<file path="config.mk">
export PLATFORM = sky130hd
export DESIGN_NAME = mac_cluster_seq
export DESIGN_NICKNAME = d
export VERILOG_FILES = /design/src/rtl/mac_seq_pkg.sv /design/src/rtl/mac_seq_cfg_shift.sv /design/src/rtl/mac_cluster_seq.sv
export SDC_FILE = /design/constraint.sdc
export NUM_CORES = 1
export LEC_CHECK = 0
export CORE_AREA = 2 2 216 218
export CTS_CLUSTER_DIAMETER = 60
export DETAILED_ROUTE_END_ITERATION = 8
export DIE_AREA = 0 0 218 220
export GPL_TIMING_DRIVEN = 0
export HOLD_SLACK_MARGIN = 0.05
export PLACE_DENSITY = 0.66
export SLEW_MARGIN = 10
export SYNTH_ARGS = -nofsm -noshare
export SYNTH_HDL_FRONTEND = slang
export SYNTH_HIERARCHICAL = 1
export SYNTH_SLANG_ARGS = --single-unit
</file>
<file path="constraint.sdc">
create_clock -name clk -period 3 [get_ports clk]
set_input_delay 0.3 -clock clk [delete_from_list [all_inputs] [get_ports clk]]
set_output_delay 0.3 -clock clk [all_outputs]
set_load 0.03 [all_outputs]
</file>
<file path="src/rtl/mac_seq_pkg.sv">
// mac_seq_pkg: sequencer state encoding and config word layout
package mac_seq_pkg;
    localparam logic [2:0] S_IDLE  = 3'd0;
    localparam logic [2:0] S_LOAD  = 3'd1;
    localparam logic [2:0] S_CSET  = 3'd2;
    localparam logic [2:0] S_RUN   = 3'd3;
    localparam logic [2:0] S_DRAIN = 3'd4;
    localparam logic [2:0] S_RESP  = 3'd5;
    localparam int CONF_LSB  = 0;
    localparam int COUNT_LSB = 16;
    localparam int CFG_WORDS = 5;
endpackage

</file>
<file path="src/rtl/mac_seq_cfg_shift.sv">
// mac_seq_cfg_shift: assembles the five config words into the cluster cfg vector
module mac_seq_cfg_shift
    import mac_seq_pkg::*;
#(
    parameter int ACC_W  = 32,
    parameter int CONF_W = 4
) (
    input  logic                      clk,
    input  logic                      reset,
    input  logic                      load,
    input  logic [31:0]               word,
    output logic [4*ACC_W+CONF_W-1:0] cfg,
    output logic                      last
);
    logic [2:0] idx;
    assign last = load && idx == 3'(CFG_WORDS - 1);
    // the first word replaces the whole vector so no stale initials survive
    always_ff @(posedge clk) begin
        if (reset) begin
            cfg <= '0;
            idx <= '0;
        end else if (load) begin
            idx <= last ? '0 : idx + 3'd1;
            if (idx == '0) cfg <= {{(4*ACC_W){1'b0}}, word[CONF_LSB +: CONF_W]};
            else cfg[CONF_W + (int'(idx) - 1) * ACC_W +: ACC_W] <= word[ACC_W-1:0];
        end
    end
endmodule

</file>
<file path="src/rtl/mac_cluster_seq.sv">
// mac_cluster_seq: loads a cluster config from a word stream, streams operand beats
// into the cluster and returns the drained outputs on a valid/ready port
module mac_cluster_seq
    import mac_seq_pkg::*;
#(
    parameter int MAC_CONF_WIDTH = 4,
    parameter int MAC_MIN_WIDTH  = 8,
    parameter int MAC_ACC_WIDTH  = 32,
    parameter int MAC_LATENCY    = 4,
    parameter int CNT_WIDTH      = 16
) (
    input  logic                                    clk,
    input  logic                                    reset,
    input  logic                                    cfg_valid,
    output logic                                    cfg_ready,
    input  logic [31:0]                             cfg_data,
    input  logic                                    op_valid,
    output logic                                    op_ready,
    input  logic [8*MAC_MIN_WIDTH-1:0]              op_data,
    output logic                                    res_valid,
    input  logic                                    res_ready,
    output logic [4*MAC_ACC_WIDTH-1:0]              res_data,
    output logic                                    busy,
    output logic                                    mac_cset,
    output logic                                    mac_en,
    output logic [4*MAC_ACC_WIDTH+MAC_CONF_WIDTH-1:0] mac_cfg,
    output logic [MAC_MIN_WIDTH-1:0]                mac_a0,
    output logic [MAC_MIN_WIDTH-1:0]                mac_a1,
    output logic [MAC_MIN_WIDTH-1:0]                mac_a2,
    output logic [MAC_MIN_WIDTH-1:0]                mac_a3,
    output logic [MAC_MIN_WIDTH-1:0]                mac_b0,
    output logic [MAC_MIN_WIDTH-1:0]                mac_b1,
    output logic [MAC_MIN_WIDTH-1:0]                mac_b2,
    output logic [MAC_MIN_WIDTH-1:0]                mac_b3,
    input  logic [MAC_ACC_WIDTH-1:0]                mac_out0,
    input  logic [MAC_ACC_WIDTH-1:0]                mac_out1,
    input  logic [MAC_ACC_WIDTH-1:0]                mac_out2,
    input  logic [MAC_ACC_WIDTH-1:0]                mac_out3
);
    logic [2:0]                 state;
    logic [CNT_WIDTH-1:0]       n;
    logic [CNT_WIDTH-1:0]       cnt;
    logic [CNT_WIDTH-1:0]       cnt_inc;
    logic [8*MAC_MIN_WIDTH-1:0] ops;
    logic                       cfg_acc;
    logic                       cfg_last;

    assign cfg_ready = !reset && (state == S_IDLE || state == S_LOAD);
    assign cfg_acc   = cfg_valid && cfg_ready;
    assign op_ready  = state == S_RUN;
    assign mac_cset  = state == S_CSET;
    // a stalled operand stream freezes the whole cluster pipeline
    assign mac_en    = (state == S_RUN && op_valid) || state == S_DRAIN;
    assign res_valid = state == S_RESP;
    assign busy      = state != S_IDLE;
    assign cnt_inc   = cnt + CNT_WIDTH'(1);
    assign {mac_b3, mac_b2, mac_b1, mac_b0, mac_a3, mac_a2, mac_a1, mac_a0} = ops;

    mac_seq_cfg_shift #(.ACC_W(MAC_ACC_WIDTH), .CONF_W(MAC_CONF_WIDTH)) u_cfg (
        .clk   (clk),
        .reset (reset),
        .load  (cfg_acc),
        .word  (cfg_data),
        .cfg   (mac_cfg),
        .last  (cfg_last)
    );

    always_ff @(posedge clk) begin
        if (reset) begin
            state    <= S_IDLE;
            n        <= '0;
            cnt      <= '0;
            ops      <= '0;
            res_data <= '0;
        end else begin
            case (state)
                S_IDLE: if (cfg_acc) begin
                    n     <= cfg_data[COUNT_LSB +: CNT_WIDTH];
                    state <= S_LOAD;
                end
                S_LOAD: if (cfg_last) state <= S_CSET;
                S_CSET: begin
                    cnt   <= '0;
                    state <= n == '0 ? S_RESP : S_RUN;
                    if (n == '0) res_data <= mac_cfg[MAC_CONF_WIDTH +: 4*MAC_ACC_WIDTH];
                end
                S_RUN: if (op_valid) begin
                    ops <= op_data;
                    cnt <= cnt_inc == n ? '0 : cnt_inc;
                    if (cnt_inc == n) state <= S_DRAIN;
                end
                // zeros flush the pipe; capture once the last beat has reached the accumulator
                S_DRAIN: begin
                    ops <= '0;
                    cnt <= cnt_inc;
                    if (cnt == CNT_WIDTH'(MAC_LATENCY - 1)) begin
                        res_data <= {mac_out3, mac_out2, mac_out1, mac_out0};
                        state    <= S_RESP;
                    end
                end
                S_RESP: if (res_ready) state <= S_IDLE;
                default: state <= S_IDLE;
            endcase
        end
    end
endmodule

</file>
# After elaboration in Yosys (flattened, before gate mapping)
# Index checks and enable logic that the tools add are counted.
totals:
  register_bits: 362
  out_inout_bits: 330
classes:
  shifts: 2
  reduce_logical: 19
  n_eq_ne: 15
  muxes: 19
  n_addsub: 5
op_table:
  columns: ["operator", "n"]
  rows:
  - ["2-to-1 mux 128 bit", 2]
  - ["case mux 128 bit (2 select lines)", 1]
  - ["bitwise mux 132 bit", 1]
  - ["2-to-1 mux 132 bit", 1]
  - ["variable shift 32 x 33 -> 132 bit, first input constant", 1]
  - ["indexed part select 32 x 33 -> 132 bit", 1]
  - ["case mux 64 bit (2 select lines)", 1]
  - ["2-to-1 mux 64 bit", 1]
  - ["case mux 16 bit (3 select lines)", 1]
  - ["negation 32 -> 33 bit", 1]
  - ["adder 4 x 32 -> 32 bit, first input constant", 1]
  - ["2-to-1 mux 16 bit", 2]
  - ["2-to-1 mux 3 bit", 8]
  - ["case mux 3 bit (6 select lines)", 1]
  - ["adder 16 x 1 -> 16 bit, second input constant", 1]
  - ["== test 16 bit", 1]
  - ["== test 16 x 2 -> 1 bit, second input constant", 1]
  - ["zero test 16 bit", 1]
  - ["inequality test 2 x 1 -> 1 bit, second input constant", 6]
  - ["== test 3 bit, second input constant", 3]
  - ["== test 3 x 2 -> 1 bit, second input constant", 2]
  - ["zero test 3 bit", 2]
  - ["AND reduction 2 bit", 3]
  - ["AND reduction 6 bit", 1]
  - ["10 further kinds", 16]

# Longest topological paths before layout
depth:
  ltp_word: 7
  mapped_depth: 10
  depth_no_buf: 8

# By module
# Netlist, hierarchy kept.
by_module_without_submodules:
  columns: ["module", "n_inst", "area_per_inst_um2", "seq_area_each_um2", "cells_each"]
  rows:
  - ["mac_cluster_seq", 1, 9816.9, 4544.4, 1271]
  - ["mac_seq_cfg_shift", 1, 4949.7, 2702.6, 491]

# Worst setup path after synthesis
# OpenSTA, ideal clock, no wires.
synth_timing:
  path_kind: "reg-to-reg"
  startpoint: "register state[1]"
  endpoint: "register u_cfg.cfg[79]"
  path_stages_with_launch: 10
  arrival_time_ps: 2561
  setup_ps: 60
  path_buffers: 3
  path_slack_ps: 380
  cell_sequence: "dfxtp_1 clkbuf_1 nor3_1 and2_1 inv_1 a2111oi_4 and3b_1 buf_4 buf_6 a22o_1"
synth_between:
  elab_chain_len: 4
  word_cells_on_any_way: 5
  cone_classes: "eq/ne (1); reduce/logical (4)"
synth_lines:
  columns: ["element", "line", "rtl"]
  rows:
  - ["from (decl)", "mac_cluster_seq.sv:40", "logic [2:0] state;"]
  - ["from (signal assigned)", "mac_cluster_seq.sv:84", "state <= n == '0 ? S_RESP : S_RUN;"]
  - ["== test 3 x 1 -> 1 bit / zero test 3 bit (equally long branches)", "mac_cluster_seq.sv:48", "assign cfg_ready = !reset && (state == S_IDLE || state == S_LOAD);"]
  - ["logical OR 1 bit (*)", "mac_cluster_seq.sv:48", null]
  - ["logical AND 1 bit (*)", "mac_cluster_seq.sv:48", null]
  - ["via cfg_ready", "mac_cluster_seq.sv:15", "output logic cfg_ready,"]
  - ["logical AND 1 bit (*)", "mac_cluster_seq.sv:49", "assign cfg_acc = cfg_valid && cfg_ready;"]
  - ["via cfg_acc", "mac_cluster_seq.sv:45", "logic cfg_acc;"]
  - ["to (signal assigned)", "mac_seq_cfg_shift.sv:24", "if (idx == '0) cfg <= {{(4*ACC_W){1'b0}}, word[CONF_LSB +: CONF_W]};"]
  - ["to (signal, indexed assignment)", "mac_seq_cfg_shift.sv:25", "else cfg[CONF_W + (int'(idx) - 1) * ACC_W +: ACC_W] <= word[ACC_W-1:0];"]
  - ["to (decl)", "mac_seq_cfg_shift.sv:12", "output logic [4*ACC_W+CONF_W-1:0] cfg,"]
# Mark *: on every way through the listed nets, which the timed path passes. The rest lies on a longest branch.
# A chain may end at the register's enable or synchronous reset.

# Final worst setup path
layout_timing:
  startpoint: "register u_cfg.idx[0]"
  endpoint: "register u_cfg.cfg[91]"
layout_between:
  elab_chain_len: 6
  word_cells_on_any_way: 8
  cone_classes: "add/sub (3); shift (2); mux (2); reduce/logical (1)"
layout_lines:
  columns: ["element", "line", "rtl"]
  rows:
  - ["from (decl)", "mac_seq_cfg_shift.sv:15", "logic [2:0] idx;"]
  - ["from (signal assigned)", "mac_seq_cfg_shift.sv:23", "idx <= last ? '0 : idx + 3'd1;"]
  - ["subtractor 3 x 1 -> 4 bit", "mac_seq_cfg_shift.sv:25", null]
  - ["adder 4 x 32 -> 32 bit", "mac_seq_cfg_shift.sv:25", null]
  - ["negation 32 -> 33 bit", "mac_seq_cfg_shift.sv:25", null]
  - ["indexed part select 32 x 33 -> 132 bit / variable shift 32 x 33 -> 132 bit (equally long branches)", "mac_seq_cfg_shift.sv:25", null]
  - ["bitwise mux 132 bit", "mac_seq_cfg_shift.sv:25", null]
  - ["2-to-1 mux 132 bit (*)", "mac_seq_cfg_shift.sv:24", null]
# Every way passes the cells marked *; elsewhere a longest branch is shown, timed or not.

==> results.py <==
metrics = {
    "drt": {
        "drt-initial-drc-count": 1503,
        "num_vias": 16010,
        "routed_wl_mm": 68.61,
        "first_pass_iters": 6,
        "drc": 0,
        "wl_per_cell_um": 22.77,
        "via_per_inst": 5.313,
        "ant_nets": 0,
    },
    "sta": {
        "finalCritPeriodShare_pct": 93.24,
        "maxSlewHeadroom_pct": 33.41,
        "setup_ws_ns": 0.2028,
        "period_needed_ns": 2.797,
        "worst_pin_slew_ns": 0.9988,
        "finalClockSkew_ns": 0.02111,
        "fmax_mhz": 357.5,
        "rsz0062_at_grt": "no",
        "hold_violations": 0,
        "setup_viol": 0,
        "tns_ns": 0,
        "report.final.slew_viol_count": 0,
    },
    "final_layout": {
        "post-route-cell-area_um2": 22820,
        "drive_gt1_share_pct": 5.951,
        "nets": 2610,
        "finalNonFillerCells": 3013,
        "synthToLayoutAreaGrowth_pct": 54.54,
    },
    "pwr": {
        "clkPwrFrac_pct": 51.4,
        "combinationalPowerShare_pct": 6.7,
        "finalPower_mw": 11.56,
        "swShare_pct": 22.89,
        "vdd_drop_max_mv": 0.3607,
        "p_leak_nw": 7.457,
        "intPower_mw": 8.912,
        "p_sw_mw": 2.645,
        "power.share.sequential_pct": 41.9,
        "powerDensity_nw_per_um2": 506.4,
    },
    "synth": {
        "synth_seq_area_share_pct": 49.08,
        "ys_warn_count": 6,
        "synthFlopType": "dfxtp_1",
        "async_flop_share_pct": 0,
        "synth_cell_types": 71,
        "synth-edff-count": 0,
        "avgSynthCellArea_um2": 8.381,
        "netlist_area_um2": 14770,
        "ys_ff_latch": 362,
        "syn-instance-count": 1762,
    },
    "place": {
        "dp_hpwl_mm": 52.21,
        "place_ws_ns": -0.7907,
        "place.gp.congestion": 0.9487,
        "place_inst": 2930,
        "io_buffers": 558,
        "placed_area_um2": 21120,
    },
    "run": {
        "maxCapViolCount": 0,
    },
    "grt": {
        "grtUsageMet1_pct": 31.81,
        "grt_overflow": 0,
        "grt_max_degree": 13,
        "grt_pass1_wl_mm": 98.70,
        "gr-max-usage-layer": "met2",
        "grtUsageTotal_pct": 27.50,
        "antenna_found_initial": 3,
        "grt_util_met3_pct": 6.763,
        "grt_use_met2_pct": 47.46,
        "grt_pass1_vias": 15610,
    },
    "floorplan": {
        "fp.dieArea_um2": 47960,
        "dieWidth_um": 218,
        "die_h_um": 220,
        "design.core.area_um2": 45860,
        "num_rows": 79,
        "start_util_pct": 32.20,
        "io_pins": 559,
    },
    "critical_path": {
        "startpoint_type": "flop",
        "reg2reg_depth": 8,
        "cp_num_buf_inv": 2,
        "cp_slowest_stage_delay_ns": 0.58,
        "critPathArrivalTime_ns": 3.32,
        "cp_top_family": "compound AO/OA/AOI/OAI gates",
        "cp_slowest_cell": "a21oi_1",
        "cp_cell_sequence": "or3_4 -> inv_2 -> ha_1 -> nand3_1 -> nand2_1 -> a21oi_1 -> clkbuf_1 -> a22o_1",
        "cp.required_ns": 3.52,
        "end_kind": "flop",
        "critical_path_depth": 8,
        "worst-path-max-fanout": 11,
        "crit_type": "flop to flop",
    },
    "clock_tree": {
        "cts_made_buffers": 44,
        "clk_pin_slew_ns": 0.06,
        "ctsHtreeMaxLevel": 2,
        "cts.path.max_buffers": 3,
        "cts_sinks": 362,
        "insertion_delay_ns": 0.59,
        "clockRootBuffer": "clkbuf_16",
        "tritoncts": "done",
    },
    "worst_hold_path": {
        "worstHoldPathCells": 3,
        "hp-class": "primary input to flop",
    },
    "run_status": {
        "status": "finished, final reports clean",
    },
}
## tightest hold or removal path, stage by stage
cell	delay, ns
clkdlybuf4s50_1	0.39
nand2_1	0.05
a21oi_1	0.05
## cells in the final DEF (no fill, tap or decap), types with 15 or more instances in the layout
cell | synthesis | final
clkbuf_2 | 2 | 22
a311oi_1 | 128 | 128
nand3_1 | 45 | 45
a21oi_1 | 132 | 132
nor2_1 | 179 | 178
clkdlybuf4s50_1 | 0 | 557
nand2_1 | 479 | 478
dfxtp_1 | 362 | 361
a31oi_1 | 15 | 15
a22o_1 | 67 | 67
clkbuf_16 | 0 | 45
a22oi_1 | 32 | 32
clkbuf_1 | 123 | 111
## metal layers
layer | wire length (um) | vias up | share of wire (%)
met2 | 32970 | 817 | 48
met3 | 6642 | 137 | 9.7
li1 | - | 7415 | -
met4 | 3305 | 0 | 4.8
met5 | 0 | - | 0
met1 | 25700 | 7638 | 37
## cell families after synthesis
| family | Yosys count | synth area share, % |
|---|---|---|
| simple gates | 778 | 22.06 |
| compound gates | 423 | 21.19 |
| flops | 362 | 49.08 |
| buf+inv | 161 | 4.728 |
| xor+xnor | 23 | 1.796 |
| fa+ha+maj | 12 | 1.017 |
| other cells | 2 | 0.05086 |
| mux | 1 | 0.07625 |
## Yosys cell counts (3+ instances only)
cell        n  share of area [%]
nand2_1   479                 12
dfxtp_1   362                 49
nor2_1    179                4.6
a21oi_1   132                4.5
a311oi_1  128                7.6
clkbuf_1  123                3.1
a22o_1     67                4.0
nand3_1    45                1.5
a22oi_1    32                1.6
a31oi_1    15               0.64
ha_1       12                1.0
o21ai_0    12               0.41
xnor2_1    12               0.71
nand4_1    10               0.42
and3_1      9               0.38
a211oi_1    8               0.41
buf_1       8               0.20
buf_6       8               0.61
nand2b_1    8               0.34
buf_2       7               0.24
nor4_1      7               0.30
inv_1       6               0.15
xor2_1      6               0.36
a21o_1      5               0.25
buf_4       5               0.25
nor2b_1     5               0.21
nor3_1      5               0.17
o21a_1      5               0.25
and4_1      4               0.24
and4b_1     3               0.20
nor4b_1     3               0.18
or3_1       3               0.13
xnor3_1     3               0.46
## layout make-up
type	instances	area, um^2
Fill cell	4366	23040
Antenna cell	3	7.507
Timing Repair Buffer	559	5595
Clock inverter	17	347.8
Sequential cell	362	7248
Clock buffer	63	1264
Buffer	153	700.7
Tap cell	607	759.5
Inverter	7	26.28
Multi-Input combinational cell	1242	6872
## state kept, by name, indices dropped and copies added (netlist names)
signal	count
cnt	16
res_data	128
u_cfg/cfg	132
state	3
n	16
u_cfg/idx	3
ops	64
## what timing repair did
item	CTS	global route
hold buffers	0	0
endpoints found under the hold margin	0	0
pin swaps	0	1
resized for setup	12	40
setup buffers	0	1
setup endpoints to repair	210	197
## power groups by stage
stage | clock network, mW | logic [mW] | registers [mW]
6_report | 5.94 | 0.771 | 4.84
5_1_grt | 6.19 | 0.810 | 4.84
4_1_cts | 6.03 | 0.766 | 4.84
3_5_place_dp | 0 | 0.760 | 4.95
3_3_place_gp | 0 | 0.750 | 4.95
2_1_floorplan | 0 | 0.239 | 4.95
## stage by stage
stage	hold slack, ns	util [%]
global route	0.2721	49.74
global placement	0.4418	46.06
floorplan	0.4257	-
finish	0.2640	49.76
detailed placement	0.4480	46.06
CTS	0.2361	49.63
## path summary, 6_finish.rpt
kind	startpoint	end	slack, ns
max	u_cfg/idx[0]$_SDFFE_PP0P_	u_cfg/cfg[91]$_SDFFE_PP0P_	0.20
min	op_data[38]	ops[38]$_SDFFE_PP0P_	0.26
max reg2reg	u_cfg/idx[0]$_SDFFE_PP0P_	u_cfg/cfg[91]$_SDFFE_PP0P_	0.20
min reg2reg	ops[58]$_SDFFE_PP0P_	ops[58]$_SDFFE_PP0P_	0.45
Note: power is estimated with default switching activity, not from simulation.
==> edit 1: new RTL, config.mk and constraints unchanged <==
`MAC_MIN_WIDTH`: 8 -> 6.
--- a/src/rtl/mac_cluster_seq.sv
+++ b/src/rtl/mac_cluster_seq.sv
@@ -5,5 +5,5 @@
 #(
     parameter int MAC_CONF_WIDTH = 4,
-    parameter int MAC_MIN_WIDTH  = 8,
+    parameter int MAC_MIN_WIDTH  = 6,
     parameter int MAC_ACC_WIDTH  = 32,
     parameter int MAC_LATENCY    = 4,
Interface: changed (9 resized); port bits go from 559 to 527. No check against the original RTL was run, so the function may have changed too.
==> edit 1 against the unedited design <==
- wire length is 4.5% lower
- setup slack worse by 49 ps
- synthesized area is 3.4% lower
- sequential cell count shrank 16
- power fell by 9.3%
- sequential share of layout area grew 0.058 points
- die area unchanged
- clock power shrank 14%
- combinational power shrank 4.9%
- final area is 4.6% lower
- synthesized cell count down 2.6%
- critical path type is now input port to flop
- critical endpoint is now u_cfg/cfg[30]
- largest cell class unchanged
- highest routed layer unchanged
==> edit 1: results <==
[grt]
grt_use_total_pct = 26.0
grt_max_degree = 14

[logic_synthesis]
synth_common_cells = nand2_1, dfxtp_1, nor2_1
synthTopCellsByArea = dfxtp_1, nand2_1, a311oi_1
yosysSeqAreaShare_pct = 48.6
synth_xor_area_share_pct = 1.22
synth_fa_ha_area_share_pct = 1.05
muxShareOfSynthArea_pct = 0.0790
synth_cell_type_count = 68
synth-compound-area-share_pct = 21.3

[power]
p_leak_nw = 7.09
ir_drop_mv = 0.406
power.switching_mw = 2.50

[worst_setup_path]
cp.arrival_ps = 3350
rr_worst_depth = 6
cp_max_fo = 6

[route]
vias = 15479
firstDrtPassIters = 5
drt_iter0_drc = 1054
wl_per_cell_um = 22.4

[placement]
place.port_buffers = 526
dp.cells = 2853
dp_slack_ps = -536

[cells_and_area]
drive_gt1_share_pct = 6.21
reg_top3 = u_cfg/cfg (132), res_data (128), ops (48)
num_antenna_cells = 0

[sta]
worst_pin_slew_ps = 880

[clock_network]
clk_latency_ps = 570
cts_resized = 21

[status]
status = completed
-- edit 1: layout make-up --
class,count,area [um^2]
multi-input cells,1218,6700
clock buffers,59,1210
clock inverters,15,171
well taps,607,759
flip-flops and latches,346,6930
repair buffers,526,5270
inverters,10,37.5
plain buffers,146,692
fillers,4415,24100
-- edit 1: cell families (layout without fill, tap and decap cells) --
kind of cell | count (synthesis) | in the layout
flops | 346 | 346
fa+ha+maj | 12 | 12
xor+xnor | 19 | 19
compound gates | 411 | 411
other cells | 2 | 5
simple gates | 770 | 770
buf+inv | 156 | 756
mux | 1 | 1
-- edit 1: metrics by stage --
stage          util, %  power (mW)  instance area [um^2]
5_1_grt           47.5        10.8                 21800
4_1_cts           47.4        10.6                 21700
6_report          47.5        10.5                 21800
3_5_place_dp      44.3        5.45                 20300
2_1_floorplan        -        4.98                 14300
3_3_place_gp      44.3        5.45                 20300
-- edit 1: power by group through the flow --
stage | clock (mW) | sequential [mW] | combinational, mW
2_1_floorplan | 0 | 4.74 | 0.245
3_3_place_gp | 0 | 4.73 | 0.713
3_5_place_dp | 0 | 4.73 | 0.718
4_1_cts | 5.20 | 4.63 | 0.724
5_1_grt | 5.39 | 4.63 | 0.775
6_report | 5.11 | 4.63 | 0.733
-- edit 1: final timing paths --
path                                  start       endpoint  slack (ps)
worst max-delay path                  reset  u_cfg/cfg[30]         150
worst min-delay path            op_data[22]        ops[22]         290
worst max register to register     state[2]   res_data[26]         150
worst min register to register      ops[27]        ops[27]         450
-- edit 1: metal layers --
| layer | global-route usage (%) | share of wire, % | wire length (um) |
|---|---|---|---|
| met4 | 9.61 | 3.2 | 2120 |
| met3 | 5.37 | 7.9 | 5180 |
| met2 | 44.4 | 48 | 31500 |
| met5 | 0 | 0 | 0 |
| met1 | 32.3 | 41 | 26700 |
-- edit 1: worst max-delay path, stage by stage --
cell and delay (ps):
clkdlybuf4s50_1 510, clkbuf_1 240, nor3_1 290, and2_1 420, inv_1 230, a2111oi_4 430
nand2_1 150, nor2_1 550, a22o_1 210
==> edit 2: new RTL, same settings <==
Without the edit above. Add an input register stage for `cfg_data`; this delays it by one clock. The other inputs are not delayed to match.
--- a/src/rtl/mac_cluster_seq.sv
+++ b/src/rtl/mac_cluster_seq.sv
@@ -38,4 +38,11 @@
     input  logic [MAC_ACC_WIDTH-1:0]                mac_out3
 );
+
+    logic [31:0] cfg_data_q;
+
+    always_ff @(posedge clk) begin
+        cfg_data_q <= cfg_data;
+    end
+
     logic [2:0]                 state;
     logic [CNT_WIDTH-1:0]       n;
@@ -61,5 +68,5 @@
         .reset (reset),
         .load  (cfg_acc),
-        .word  (cfg_data),
+        .word  (cfg_data_q),
         .cfg   (mac_cfg),
         .last  (cfg_last)
@@ -76,5 +83,5 @@
             case (state)
                 S_IDLE: if (cfg_acc) begin
-                    n     <= cfg_data[COUNT_LSB +: CNT_WIDTH];
+                    n     <= cfg_data_q[COUNT_LSB +: CNT_WIDTH];
                     state <= S_LOAD;
                 end
Function: changed (a bounded check fails within 4 cycles, from zero or initial values and one cycle with reset high).
==> edit 2 against the unedited design <==
- synthesized area grew 5.5%
- sequential cell count grew 32
- power grew 5.9%
- wire length grew 3.3%
- final area grew 4.0%
- setup slack lost 110 ps
- core utilization grew 2.0 points
- clock skew shrank 0.90 ps
==> edit 2: results <==
[power]
powerSeq_mw = 5.38
sw_frac_of_total_pct = 23.5
p_leak_nw = 7.82

[route]
wl_per_cell_um = 22.9
highest_layer = met5
dr_wl_met3_um = 5210
firstDrtPassIters = 7
routedLengthMet1_um = 29700

[placement]
dp.cells = 3001
dpl.hpwl_um = 54800
dp_slack_ps = -801
place_area_um2 = 21900

[cells_and_area]
seq_cells = 394
nMultiInputCombCells = 1277
drive_gt1_share_pct = 6.33
num_antenna_cells = 0
bufAreaShareNonClock_pct = 26.5
stdcell_area_um2 = 23700

[worst_setup_path]
rr_worst_depth = 9
crit_path_max_incr_delay_ps = 600
rrSetupSlack_ps = 90
cp_max_fo = 9
critical-path-top-delay-family = simple AND/OR/NAND/NOR gates
worstSetupStartpoint = cnt[6]
crit_slowest_cell = nor4_1
crit_end = cnt[14]

[grt]
grt_use_total_pct = 28.2
grt_max_degree = 20
grt_pass1_wl_um = 101000
grtUsageMet2_pct = 47.2
antenna_found_initial = 4

[clock_network]
cts_resized = 13
cts_buffers = 48

[sta]
skew_ps = 20.2
period_share_pct = 97.0

[status]
status = completed

[logic_synthesis]
yosysSeqAreaShare_pct = 50.6
synthTopCellsByArea = dfxtp_1, nand2_1, a311oi_1

[die]
initial_core_util_pct = 34.0
-- edit 2: worst min-delay path by stage --
stage	from	to	slack, ps	depth (start not counted)
2_1_floorplan	cfg_data[0]	cfg_data_q[0]	330	0
3_3_place_gp	ops[2]	ops[2]	440	2
3_5_place_dp	ops[29]	ops[29]	450	2
4_1_cts	cfg_data[30]	cfg_data_q[30]	120	1
5_1_grt	cfg_data[31]	cfg_data_q[31]	140	1
6_report	cfg_data[17]	cfg_data_q[17]	150	1
-- edit 2: kinds of logic (layout without fill, tap and decap cells) --
group | count (synthesis) | count (layout) | synth area share, %
compound gates | 435 | 435 | 20.7
xor+xnor | 23 | 23 | 1.34
fa+ha+maj | 12 | 12 | 0.964
buf+inv | 165 | 811 | 4.52
flops | 394 | 394 | 50.6
mux | 5 | 5 | 0.337
other cells | 2 | 5 | 0.0482
simple gates | 797 | 797 | 21.5
